<file path="src/rtl/id_ctrl_pkg.sv">
// id_ctrl_pkg: shared types for the ID-stage hazard controller.
// Holds the operand-source encoding and the shadow-pipeline slot layout.
package id_ctrl_pkg;

  // Where an operand is taken from when the instruction leaves ID.
  typedef enum logic [1:0] {
    FWD_RF  = 2'd0,
    FWD_EX  = 2'd1,
    FWD_MEM = 2'd2,
    FWD_WB  = 2'd3
  } fwd_sel_e;

  // One shadow entry per downstream stage: does it write a register, which one, is it a load.
  typedef struct packed {
    logic       valid;
    logic [4:0] dest;
    logic       is_load;
  } slot_t;

  // r0 is hard-wired zero, so a write to it never creates a dependency.
  function automatic slot_t make_slot(input logic we, input logic [4:0] dest, input logic is_load);
    slot_t s;
    s.valid   = we & (dest != 5'd0);
    s.dest    = dest;
    s.is_load = is_load;
    return s;
  endfunction

endpackage

</file>
<file path="src/rtl/src_hazard_cmp.sv">
// src_hazard_cmp: compares one source register of the ID instruction
// against the EX/MEM/WB shadow slots; the youngest matching slot wins.
module src_hazard_cmp
  import id_ctrl_pkg::*;
(
  input  logic       src_used,
  input  logic [4:0] src_reg,
  input  slot_t      ex_slot,
  input  slot_t      mem_slot,
  input  slot_t      wb_slot,
  output logic       hit,
  output logic       load_hit,
  output logic [1:0] sel
);

  logic src_live;
  logic ex_match;
  logic mem_match;
  logic wb_match;
  logic unused_load_bits;

  assign src_live  = src_used & (src_reg != 5'd0);
  assign ex_match  = src_live & ex_slot.valid  & (ex_slot.dest  == src_reg);
  assign mem_match = src_live & mem_slot.valid & (mem_slot.dest == src_reg);
  assign wb_match  = src_live & wb_slot.valid  & (wb_slot.dest  == src_reg);

  assign hit      = ex_match | mem_match | wb_match;
  assign load_hit = ex_match & ex_slot.is_load;

  // Only the EX slot can produce a load-use bubble; older load data is already available.
  assign unused_load_bits = mem_slot.is_load ^ wb_slot.is_load;

  // Pick the youngest producer so the most recent value of the register is used.
  always_comb begin
    sel = FWD_RF;
    if (ex_match)       sel = FWD_EX;
    else if (mem_match) sel = FWD_MEM;
    else if (wb_match)  sel = FWD_WB;
  end

endmodule

</file>
<file path="src/rtl/id_hazard_ctrl.sv">
// id_hazard_ctrl: ID-stage holding register, EX/MEM/WB shadow pipeline and
// RAW hazard / forwarding control.
// Optional feature macro: ID_FORWARD_EN (operand forwarding with one-bubble
// load-use stall). Without it every in-flight dependency stalls until WB retires.
module id_hazard_ctrl
  import id_ctrl_pkg::*;
(
  input  logic       clk,
  input  logic       resetn,
  input  logic       fs_to_ds_valid,
  output logic       ds_allowin,
  input  logic [4:0] ds_rj,
  input  logic [4:0] ds_rk,
  input  logic [4:0] ds_rd,
  input  logic       ds_rj_used,
  input  logic       ds_rk_used,
  input  logic       ds_rd_used,
  input  logic       ds_ref_we,
  input  logic       ds_dram_re,
  input  logic       es_allowin,
  input  logic       ms_allowin,
  input  logic       ws_allowin,
  input  logic       br_flush,
  output logic       ds_to_es_valid,
  output logic       ds_stall,
  output logic [1:0] fwd_sel_src1,
  output logic [1:0] fwd_sel_src2
);

  logic       ds_valid;
  logic [4:0] id_rj;
  logic [4:0] id_rk;
  logic [4:0] id_rd;
  logic       id_rj_used;
  logic       id_rk_used;
  logic       id_rd_used;
  logic       id_ref_we;
  logic       id_dram_re;

  slot_t      ex_slot;
  slot_t      mem_slot;
  slot_t      wb_slot;
  slot_t      id_slot;

  logic       ds_capture;
  logic       src2_used;
  logic [4:0] src2_reg;
  logic       hit1;
  logic       hit2;
  logic       load_hit1;
  logic       load_hit2;
  logic [1:0] sel1;
  logic [1:0] sel2;

  assign ds_capture = fs_to_ds_valid & ds_allowin & ~br_flush;

  // Stores use rd as their second source, other instructions use rk.
  assign src2_used = id_rk_used | id_rd_used;
  assign src2_reg  = id_rk_used ? id_rk : id_rd;

  assign id_slot = make_slot(id_ref_we, id_rd, id_dram_re);

  // Occupancy of ID: a flush empties it, otherwise it refills whenever it may accept.
  always_ff @(posedge clk or negedge resetn) begin
    if (!resetn)         ds_valid <= 1'b0;
    else if (br_flush)   ds_valid <= 1'b0;
    else if (ds_allowin) ds_valid <= fs_to_ds_valid;
  end

  // Decoded fields of the ID occupant; they stay frozen while it is stalled.
  always_ff @(posedge clk or negedge resetn) begin
    if (!resetn) begin
      id_rj      <= 5'd0;
      id_rk      <= 5'd0;
      id_rd      <= 5'd0;
      id_rj_used <= 1'b0;
      id_rk_used <= 1'b0;
      id_rd_used <= 1'b0;
      id_ref_we  <= 1'b0;
      id_dram_re <= 1'b0;
    end else if (ds_capture) begin
      id_rj      <= ds_rj;
      id_rk      <= ds_rk;
      id_rd      <= ds_rd;
      id_rj_used <= ds_rj_used;
      id_rk_used <= ds_rk_used;
      id_rd_used <= ds_rd_used;
      id_ref_we  <= ds_ref_we;
      id_dram_re <= ds_dram_re;
    end
  end

  // Shadow of the downstream pipeline, advancing with each stage's own allowin.
  always_ff @(posedge clk or negedge resetn) begin
    if (!resetn) begin
      ex_slot  <= '0;
      mem_slot <= '0;
      wb_slot  <= '0;
    end else begin
      if (es_allowin) ex_slot  <= ds_to_es_valid ? id_slot : slot_t'('0);
      if (ms_allowin) mem_slot <= ex_slot;
      if (ws_allowin) wb_slot  <= mem_slot;
    end
  end

  src_hazard_cmp u_cmp_src1 (
    .src_used (id_rj_used),
    .src_reg  (id_rj),
    .ex_slot  (ex_slot),
    .mem_slot (mem_slot),
    .wb_slot  (wb_slot),
    .hit      (hit1),
    .load_hit (load_hit1),
    .sel      (sel1)
  );

  src_hazard_cmp u_cmp_src2 (
    .src_used (src2_used),
    .src_reg  (src2_reg),
    .ex_slot  (ex_slot),
    .mem_slot (mem_slot),
    .wb_slot  (wb_slot),
    .hit      (hit2),
    .load_hit (load_hit2),
    .sel      (sel2)
  );

`ifdef ID_FORWARD_EN
  logic unused_hits;
  assign unused_hits  = hit1 ^ hit2;
  assign ds_stall     = ds_valid & ~br_flush & (load_hit1 | load_hit2);
  assign fwd_sel_src1 = sel1;
  assign fwd_sel_src2 = sel2;
`else
  logic unused_fwd;
  assign unused_fwd   = ^{load_hit1, load_hit2, sel1, sel2};
  assign ds_stall     = ds_valid & ~br_flush & (hit1 | hit2);
  assign fwd_sel_src1 = FWD_RF;
  assign fwd_sel_src2 = FWD_RF;
`endif

  assign ds_to_es_valid = ds_valid & ~ds_stall & ~br_flush;
  assign ds_allowin     = ~ds_valid | (~ds_stall & es_allowin);

endmodule

</file>
<file path="config.mk">
export PLATFORM = sky130hd
export DESIGN_NAME = id_hazard_ctrl
export DESIGN_NICKNAME = d
export VERILOG_FILES = /design/src/rtl/id_ctrl_pkg.sv /design/src/rtl/src_hazard_cmp.sv /design/src/rtl/id_hazard_ctrl.sv
export SDC_FILE = /design/constraint.sdc
export NUM_CORES = 1
export LEC_CHECK = 0
export BUFFER_PORTS_ARGS = -buffer_cell sky130_fd_sc_hd__buf_2
export CAP_MARGIN = 20
export CORE_MARGIN = 3
export CORE_UTILIZATION = 40
export CTS_BUF_LIST = sky130_fd_sc_hd__clkbuf_8
export CTS_CLUSTER_DIAMETER = 60
export CTS_CLUSTER_SIZE = 10
export DETAILED_ROUTE_END_ITERATION = 12
export GPL_TIMING_DRIVEN = 0
export PLACE_DENSITY_LB_ADDON = 0.15
export SYNTH_ARGS = -nofsm -noshare
export SYNTH_HDL_FRONTEND = slang
export SYNTH_SLANG_ARGS = --single-unit
</file>
<file path="constraint.sdc">
create_clock -name clk -period 5.4 [get_ports clk]
set_input_delay 1.08 -clock clk [delete_from_list [all_inputs] [get_ports clk]]
set_output_delay 1.08 -clock clk [all_outputs]
set_load 0.02 [all_outputs]
</file>
==> results.json, run 1 <==
{
  "drc": 0,
  "max_slew_margin_pct": 45.31,
  "worst-path-buf-inv": 2,
  "final.fill_count": 492,
  "synth_edf_count": 0,
  "synth_top_cell_by_area": "dfrtp_1",
  "power_switching_mw": 0.2236,
  "finalCriticalPeriod_ps": 3669,
  "rsz0062_at_grt": "false",
  "cpPeakStageDelay_ps": 430,
  "post-cts-setup-buffer-count": 0,
  "register_area_sq_um": 950.9,
  "slowest_stage": "mux2i_1",
  "p_comb_share_pct": 23.9,
  "cp_cell_sequence": "buf_6 > mux2i_1 > xnor2_1 > nor4_2 > a32oi_1 > o211ai_2 > nor2_1 > buf_2",
  "final_cell_mix": "dfrtp_1 (38), buf_2 (26), and2_1 (20), a221o_1 (19)",
  "worstPathArrival_ps": 2590,
  "outcome": "finished, final reports clean",
  "ys_top_cells_by_area": "dfrtp_1 (44%), a221o_1 (8.8%), mux2_2 (6.3%)",
  "clk_path_buf_depth": 2,
  "critPathKind": "flop to primary output",
  "crit_fanout": 8,
  "die_h_microns": 79.44,
  "crit_family": "compound AO/OA/AOI/OAI gates",
  "dr.pass1.iters": 4,
  "antenna_found_initial": 0,
  "ir_worst_vdd_uv": 119.8,
  "finalHoldViolCount": 0,
  "place_congestion": 0.8371,
  "fp-row-count": 26,
  "io_buffers": 26,
  "drtAntennaViolNets": 0,
  "tightest_slew_ps": 820.4,
  "power.share.clock_pct": 27.0,
  "internal-power_mw": 0.5118,
  "cp-start-kind": "flop",
  "drv_slew": 0,
  "cp-startpoint": "id_rk_used",
  "start_util_pct": 41.70,
  "synth_seq_cells": 38,
  "hp-start": "id_rj_used",
  "worst_setup_path_end_kind": "primary output",
  "netlist_area_sq_um": 2157,
  "die_width_microns": 79.44,
  "drt_wl_total_mm": 4.520,
  "layout_commonest_cell": "dfrtp_1",
  "maxCapViolations": 0,
  "cts_buffers": 5,
  "dp_hpwl_mm": 3.469,
  "ys_seq_area_share_pct": 44.08,
  "overflow": 0,
  "finalSetupViolCount": 0,
  "final_nets": 254,
  "cts.sinks": 38,
  "fin_area_sq_um": 2477,
  "r2r-start": "id_rk_used",
  "post-route-period-util_pct": 67.94,
  "grt_usage_pct": 16.14,
  "p_leak_nw": 1.150,
  "fin_tns_setup_ps": 0,
  "dieArea_sq_um": 6310,
  "synth_cell_types": 35,
  "hold_path.class": "flop to flop",
  "syn_inst": 191,
  "grt_max_degree": 39,
  "post_cts_resized": 0,
  "core_area_sq_um": 5172,
  "async_flop_share_pct": 100.0,
  "clock_skew_ps": 3.063,
  "clkSlewWorstSetupHoldPaths_ps": 70,
  "finalPower_mw": 0.7354,
  "p_per_area_nw_per_um2": 296.8,
  "drt_iter0_markers": 41,
  "swShare_pct": 30.40,
  "grt_pass1_wl_mm": 7.776,
  "cts_tree": "done",
  "timing.fmax_mhz": 272.6,
  "p_seq_share_pct": 49.1,
  "syn_to_final_growth_pct": 14.85,
  "whs_ps": 543.1,
  "viasPerCell": 5.087,
  "preCtsSetupSlack_ps": 2095,
  "synthFlopType": "dfrtp_1",
  "netlist.area_leader.share_pct": 44.08,
  "dpl-instance-area_sq_um": 2386,
  "grt_pass1_vias": 1552,
  "final_layout_size_suffix_gt1_share_pct": 28.51,
  "syn_avg_cell_area_sq_um": 11.29,
  "insertedDiodeCount": 0,
  "wire_per_inst_microns": 15.17,
  "worst_slack_ps": 1731,
  "cp.required_ps": 4320,
  "vias": 1516,
  "root_buffer": "clkbuf_8",
  "postCtsHoldBufs": 0,
  "io_pins": 34,
  "cts_max_level": 2,
  "multi_input_area_sq_um": 1109,
  "clk_latency_ps": 290,
  "yosysWarnings": 0
}
-- state kept, by name, indices dropped and copies added (netlist names) --
signal,flops
mem_slot,6
id_rj,5
id_rk_used,1
id_rj_used,1
ex_slot,6
id_rd_used,1
wb_slot,6
ds_valid,1
id_ref_we,1
id_rk,5
id_rd,5
-- cell type report --
class                   instances  share of cell area [%]
multi-input cells             140                   44.75
clock inverters                 2                  0.3535
well taps                      70                   3.535
plain buffers                  13                   3.939
clock buffers                   6                   3.333
flip-flops and latches         38                   38.38
inverters                       3                  0.4545
repair buffers                 26                   5.253
-- layer usage --
| metal | up-vias | global-route usage (%) | share of wire, % |
|---|---|---|---|
| met5 | - | 0 | 0 |
| met1 | 709 | 22.45 | 47 |
| met4 | 0 | 5.155 | 1.5 |
| met3 | 7 | 3.725 | 4.6 |
| li1 | 768 | - | - |
| met2 | 32 | 24.87 | 47 |
-- cell usage after synthesis (all sizes together), types with 2 or more instances --
library cell  count
buf               8
a221o            19
xor2             15
and2             21
dfrtp            38
clkbuf            5
nor3              2
nand2             5
nor2b             6
mux2i             5
o21ai             5
mux2             12
nor4              6
or4               3
inv               3
a21oi             4
nor2              3
a31o              6
xnor2            15
nand3             4
-- worst register-to-register path: stages, from the launching register on --
cell	delay, ps
dfrtp_1	340
buf_6	150
mux2i_1	430
xnor2_1	190
nor4_2	50
a32oi_1	380
nand2_1	170
a21o_1	190
buf_6	140
buf_8	140
a221o_1	340
-- through the flow --
step,utilization (%),cells
CTS,47.90,298
detailed placement,46.13,290
global placement,46.13,290
global route,47.90,298
finish,47.90,298
floorplan,-,194
-- power groups by stage --
stage	Sequential (mW)	Combinational (mW)	Clock [mW]
4_1_cts	0.362	0.178	0.203
2_1_floorplan	0.349	0.142	0
3_5_place_dp	0.368	0.178	0
5_1_grt	0.366	0.197	0.213
6_report	0.361	0.176	0.198
3_3_place_gp	0.367	0.177	0
-- cell families after synthesis --
kind of cell    after synthesis  share of synthesized area, %
xor+xnor                     30                         12.18
other cells                   1                        0.1738
flops                        38                         44.08
compound gates               38                         15.43
buf+inv                      16                         5.046
simple gates                 51                         13.98
mux                          17                         9.107
-- final timing paths --
kind                            slack [ps]        endpoint  cells after the start
min in group asynchronous              880      wb_slot[5]                      1
worst max-delay path                  1730  ds_to_es_valid                      8
worst min register to register         540      id_rj_used                      1
worst min-delay path                   540      id_rj_used                      1
max in group asynchronous             4010      id_rk_used                      1
worst max register to register        2770        id_rk[1]                     10
(Power assumes the default switching activity.)
==> inputs of run 2 (changes only) <==
--- a/config.mk
+++ b/config.mk
@@ -5,6 +5,7 @@
 export SDC_FILE = /design/constraint.sdc
 export NUM_CORES = 1
 export LEC_CHECK = 0
+export ABC_AREA = 1
 export BUFFER_PORTS_ARGS = -buffer_cell sky130_fd_sc_hd__buf_2
 export CAP_MARGIN = 20
 export CORE_MARGIN = 3
==> constraint.sdc (replaced) <==
create_clock -name clk -period 3.7 [get_ports clk]
set_input_delay 0.74 -clock clk [delete_from_list [all_inputs] [get_ports clk]]
set_output_delay 0.74 -clock clk [all_outputs]
set_load 0.02 [all_outputs]
==> run 2 against run 1 <==
First-iteration DRC count grew to 2.6 times the previous value. Sequential power grew 41%. Global-route usage grew 4.1 points. Combinational power grew 53%. Largest cell class unchanged. Total power grew 47%. Wire length grew 29%. Worst hold slack lost 59 ps. Synthesized area grew 3.1%. Utilization grew 0.96 points. Clock power grew 52%.
==> results.json, run 2 <==
{
  "layout_commonest_cell": "nand2_1",
  "wire_per_inst_microns": 13.78,
  "drtAntennaViolNets": 0,
  "finalCriticalPeriod_ps": 2916,
  "dp_hpwl_mm": 4.559,
  "grt_max_degree": 39,
  "overflow": 0,
  "ys_top_cells_by_count": "nand2_1 (103), dfrtp_1 (38), inv_1 (35)",
  "drt_iter0_markers": 105,
  "clkSlewWorstSetupHoldPaths_ps": 80,
  "finalSetupViolCount": 0,
  "root_buffer": "clkbuf_8",
  "synthFlopType": "dfrtp_1",
  "final_layout_size_suffix_gt1_share_pct": 14.69,
  "synth_mux_area_share_pct": 0,
  "drt_wl_total_mm": 5.843,
  "syn_to_final_growth_pct": 15.02,
  "syn_inst": 315,
  "synth_cell_types": 23,
  "p_leak_nw": 1.340,
  "final_cell_mix": "nand2_1 (103), dfrtp_1 (38), inv_1 (35), nand3_1 (30), buf_2 (30)",
  "fin_tns_setup_ps": 0,
  "maxCapViolations": 0,
  "vias": 2160,
  "clk_path_buf_depth": 2,
  "synth_seq_cells": 38,
  "grt_pass1_wl_mm": 10.05,
  "worstPathArrival_ps": 2180,
  "p_seq_share_pct": 47.2,
  "whs_ps": 483.6,
  "io_pins": 34,
  "worst_setup_path_end_kind": "primary output",
  "tightest_slew_ps": 878.9,
  "cts_buffers": 5,
  "start_util_pct": 42.47,
  "timing.fmax_mhz": 342.9,
  "cp.required_ps": 2960,
  "synth_edf_count": 0,
  "dieArea_sq_um": 6492,
  "fin_area_sq_um": 2559,
  "drv_slew": 0,
  "synth_top_family_by_area": "simple AND/OR/NAND/NOR gates",
  "netlist_area_sq_um": 2225,
  "fp-row-count": 26,
  "grt_pass1_vias": 2067,
  "dpl-instance-area_sq_um": 2464,
  "io_buffers": 28,
  "synth_xor_area_share_pct": 0.7874,
  "ir_worst_vdd_uv": 178.5,
  "postLayoutCoreUtil_pct": 48.85,
  "clk_latency_ps": 290,
  "hold_path.class": "flop to flop",
  "synth_compound_area_share_pct": 8.886,
  "post-cts-setup-buffer-count": 0,
  "swShare_pct": 34.61,
  "max_slew_margin_pct": 41.41,
  "cts_max_level": 2,
  "post-route-period-util_pct": 78.82,
  "syn_avg_cell_area_sq_um": 7.062,
  "cp-start-kind": "flop",
  "final_nets": 380,
  "yosys.area_share.simple_pct": 37.35,
  "cts.sinks": 38,
  "internal-power_mw": 0.7057,
  "postCtsHoldBufs": 0,
  "critPathKind": "flop to primary output",
  "synthAdderAreaFrac_pct": 0,
  "core_area_sq_um": 5238,
  "antenna_found_initial": 0,
  "ys_seq_area_share_pct": 42.74,
  "cts_tree": "done",
  "ys_top_cells_by_area": "dfrtp_1 (43%), nand2_1 (17%), nand3_1 (6.7%)",
  "power.share.clock_pct": 27.9,
  "synth_most_common_cell": "nand2_1",
  "viasPerCell": 5.094,
  "async_flop_share_pct": 100.0,
  "dr.pass1.iters": 4,
  "clock_skew_ps": 6.029,
  "outcome": "finished, final reports clean",
  "p_per_area_nw_per_um2": 421.8,
  "reg_top3": "ex_slot: 6 flops, mem_slot: 6 flops, wb_slot: 6 flops",
  "p_comb_share_pct": 24.9,
  "yosysWarnings": 0,
  "drc": 0,
  "grt_usage_pct": 20.20,
  "die_width_microns": 80.58,
  "post_cts_resized": 0,
  "crit_fanout": 10,
  "die_h_microns": 80.58,
  "finalHoldViolCount": 0,
  "netlist.area_leader.share_pct": 42.74,
  "rsz0062_at_grt": "false",
  "insertedDiodeCount": 0,
  "synth_top_cell_by_area": "dfrtp_1",
  "power_switching_mw": 0.3736,
  "place_congestion": 0.9444
}
==> run 2: power groups by stage <==
stage	logic, mW	clock network [mW]	registers (mW)
after floorplan	0.200	0	0.498
after global placement	0.263	0	0.516
after detailed placement	0.267	0	0.516
after CTS	0.268	0.308	0.508
after global routing	0.314	0.331	0.516
final	0.269	0.301	0.509
==> run 2: metal layers <==
metal	wire [microns]	track usage, %	vias up
li1	-	-	1100
met4	71	6.081	0
met2	2643	31.62	55
met3	276	3.363	8
met5	0	0	-
met1	2851	28.49	997
==> run 2: final timing paths <==
check                      slack (ps)          to  cells past startpoint        from
setup / recovery                  780  ds_allowin                     15  id_rk_used
hold / removal                    480  id_rj_used                      2  id_rj_used
setup reg to reg                 1780    id_rk[1]                     15  id_rk_used
hold reg to reg                   480  id_rj_used                      2  id_rj_used
max in group asynchronous        2580    id_rk[4]                      1      resetn
min in group asynchronous         570    id_rk[2]                      1      resetn
==> run 2: final cells by class <==
| class | instances | area (sq um) |
|---|---|---|
| fill | 546 | 2679 |
| multi-input combinational | 229 | 1061 |
| sequential | 38 | 950.9 |
| timing repair buffer | 28 | 140.1 |
| inverter | 36 | 135.1 |
| buffer | 15 | 88.84 |
| tap | 70 | 87.58 |
| clock buffer | 6 | 82.58 |
| clock inverter | 2 | 12.51 |
==> run 2: logic make-up (layout without fill, tap and decap cells) <==
logic type | count (synthesis) | count (layout)
flip-flops | 38 | 38
other | 1 | 4
AND/OR/NAND/NOR | 188 | 188
XOR/XNOR | 2 | 2
buffers and inverters | 51 | 87
AO/OA/AOI/OAI | 35 | 35
==> run 2: worst max-delay path, stage by stage (launching register included) <==
cell,delay (ps)
dfrtp_1,410
inv_2,140
nand2_2,90
nand2_1,140
nand2_1,60
nand2_1,60
nor2_1,40
nand3_1,60
nand3_1,70
nand2_1,120
nand2_2,80
nand2_4,90
buf_2,220
nand2_1,70
inv_1,60
buf_2,150
==> run 2: stage by stage <==
stage | std cells | power, mW | setup WS, ps
6_report | 424 | 1.079 | 783.8
5_1_grt | 424 | 1.161 | 540.5
4_1_cts | 424 | 1.084 | 793.8
3_5_place_dp | 416 | 0.7835 | 1125
3_3_place_gp | 416 | 0.7786 | 1145
2_1_floorplan | 318 | 0.6977 | 1421
==> inputs of run 3 (changes only) <==
--- a/config.mk
+++ b/config.mk
@@ -5,7 +5,7 @@
 export SDC_FILE = /design/constraint.sdc
 export NUM_CORES = 1
 export LEC_CHECK = 0
-export ABC_AREA = 1
+export ABC_AREA = 0
 export BUFFER_PORTS_ARGS = -buffer_cell sky130_fd_sc_hd__buf_2
 export CAP_MARGIN = 20
 export CORE_MARGIN = 3
==> constraint.sdc (replaced) <==
create_clock -name clk -period 2.75 [get_ports clk]
set_input_delay 0.55 -clock clk [delete_from_list [all_inputs] [get_ports clk]]
set_output_delay 0.55 -clock clk [all_outputs]
set_load 0.02 [all_outputs]
==> run 3 against run 2 <==
The flow now finishes with violations (setup timing). Sequential power is 42% higher. Critical path depth decreased by 5. Flip-flop and latch count unchanged. Count of clock-buffer cells in the layout stayed put.
==> results.json, run 3 (same netlist as run 1, synthesis figures left out) <==
{
  "outcome": "finished, violations left",
  "violations": "setup timing",
  "cts.sinks": 38,
  "cp_cell_sequence": "buf_8 > mux2i_4 > buf_6 > xnor2_2 > nor4_4 > nand3_1 > o211ai_2 > nor2b_2 > a21oi_1 > buf_2",
  "grt_pass1_wl_mm": 7.921,
  "slowest_stage": "dfrtp_1",
  "start_util_pct": 41.70,
  "cp.required_ps": 2200,
  "cts_buffers": 5,
  "rsz0062_at_grt": "true",
  "fin_area_sq_um": 2649,
  "drv_slew": 0,
  "final_nets": 261,
  "dr.pass1.iters": 4,
  "die_width_microns": 79.44,
  "dpl-instance-area_sq_um": 2386,
  "viasPerCell": 5.125,
  "dp_hpwl_mm": 3.469,
  "tightest_slew_ps": 812.5,
  "cts_tree": "done",
  "layout_commonest_cell": "dfrtp_1",
  "worst-path-buf-inv": 3,
  "worst_slack_ps": -158.9,
  "final_cell_mix": "dfrtp_1 (38), buf_2 (25), and2_1 (20), a221o_1 (19), xor2_1 (15)",
  "clkSlewWorstSetupHoldPaths_ps": 70,
  "timing.fmax_mhz": 343.8,
  "io_buffers": 26,
  "finalSetupViolCount": 3,
  "antenna_found_initial": 0,
  "clock_skew_ps": 5.709,
  "postCtsHoldBufs": 0,
  "drtAntennaViolNets": 0,
  "grt_max_degree": 39,
  "drc": 0,
  "clk_latency_ps": 300,
  "finalHoldViolCount": 0,
  "worstPathArrival_ps": 2360,
  "cts_max_level": 2,
  "syn_to_final_growth_pct": 22.80,
  "critPathKind": "flop to primary output",
  "dieArea_sq_um": 6310,
  "maxCapViolations": 0,
  "ir_worst_vdd_uv": 248.9,
  "final.fill_count": 480,
  "hold_path.class": "input pin to async pin",
  "root_buffer": "clkbuf_8",
  "final_layout_size_suffix_gt1_share_pct": 34.47,
  "fin_tns_setup_ps": -378.9,
  "die_h_microns": 79.44,
  "place_congestion": 0.8371,
  "drt_iter0_markers": 54,
  "p_per_area_nw_per_um2": 582.4,
  "worst_setup_path_end_kind": "primary output",
  "reg_top3": "ex_slot: 6 flops, mem_slot: 6 flops, wb_slot: 6 flops",
  "io_pins": 34,
  "core_area_sq_um": 5172,
  "overflow": 0,
  "finalCriticalPeriod_ps": 2909,
  "crit_fanout": 7,
  "clk_path_buf_depth": 2,
  "insertedDiodeCount": 0,
  "drt_wl_total_mm": 4.762,
  "fp-row-count": 26,
  "cp-start-kind": "flop",
  "grt_usage_pct": 16.58,
  "grt_pass1_vias": 1574,
  "wire_per_inst_microns": 15.61,
  "vias": 1563,
  "cpPeakStageDelay_ps": 360,
  "p_leak_nw": 1.214,
  "max_slew_margin_pct": 45.83,
  "crit_family": "simple AND/OR/NAND/NOR gates",
  "post-route-period-util_pct": 105.8
}
==> run 3: cell count changes in the layout (fill, tap and decap cells not counted), sizes merged, moves of 9 or more <==
cell / delta
nand4: -21
xor2: +13
xnor2: +15
mux2: +12
nand3: -27
nor2: -23
nand2: -104
a221o: +19
and2: +21
o21ai: -9
inv: -32
o22ai: -12
==> run 3: metrics by stage <==
step / hold WS, ps / utilization [%] / setup WS [ps] / instances / power [mW]
after floorplan: 254.4 / - / 139.0 / 194 / 0.9644
after global placement: 517.8 / 46.13 / -48.74 / 290 / 1.067
after detailed placement: 519.8 / 46.13 / -24.71 / 290 / 1.070
after CTS: 383.3 / 49.73 / -162.4 / 300 / 1.514
after global routing: 426.3 / 51.21 / -273.5 / 305 / 1.623
final: 340.8 / 51.21 / -158.9 / 305 / 1.543
==> run 3: path summary, 6_finish.rpt <==
check	startpoint	end	slack, ps	depth (start not counted)
worst min register to register	id_rj_used	id_rj_used	540	1
worst max register to register	id_rk_used	id_rk[1]	240	11
max in group asynchronous	resetn	id_rd[0]	1900	1
worst min-delay path	resetn	wb_slot[5]	340	1
worst max-delay path	id_rk_used	ds_allowin	-160	10
min in group clk	br_flush	ds_valid	460	2
==> run 3: per-layer routing <==
metal / track usage, % / up-vias / share of wire, %
met1: 22.61 / 749 / 47
met3: 3.725 / 6 / 3.4
li1: - / 778 / -
met5: 0 / - / 0
met4: 6.186 / 0 / 1.7
met2: 25.71 / 30 / 48
==> run 3: area by class of cell <==
class,count,area [sq um],share of cell area (%)
clock buffers,6,82.58,3.118
inverters,3,11.26,0.4251
clock inverters,2,8.758,0.3307
multi-input cells,140,1214,45.82
flip-flops and latches,38,950.9,35.90
well taps,70,87.58,3.307
repair buffers,33,192.7,7.274
plain buffers,13,101.3,3.826
==> run 3: worst reg2reg max path: stages (launching register included) <==
cell and delay, ps:
dfrtp_1 360, buf_8 170, mux2i_4 330, buf_4 160, xnor2_1 130, nor4_2 70
a32oi_2 240, nand2_1 140, a21o_1 180, buf_6 140, buf_8 140, a221o_1 350
==> run 3: repair_timing <==
item,4_1_cts,5_1_grt
cloned,0,0
endpoints found under the hold margin,0,0
resized for setup,13,7
pin swaps,3,4
setup buffers,2,5
setup endpoints to repair,3,3
==> run 3: power breakdown <==
part	switching [mW]	internal [mW]	leakage, nW
logic	0.193	0.237	0.668
registers	0.0997	0.621	0.494
clock network	0.193	0.198	0.0524
total	0.486	1.06	1.21
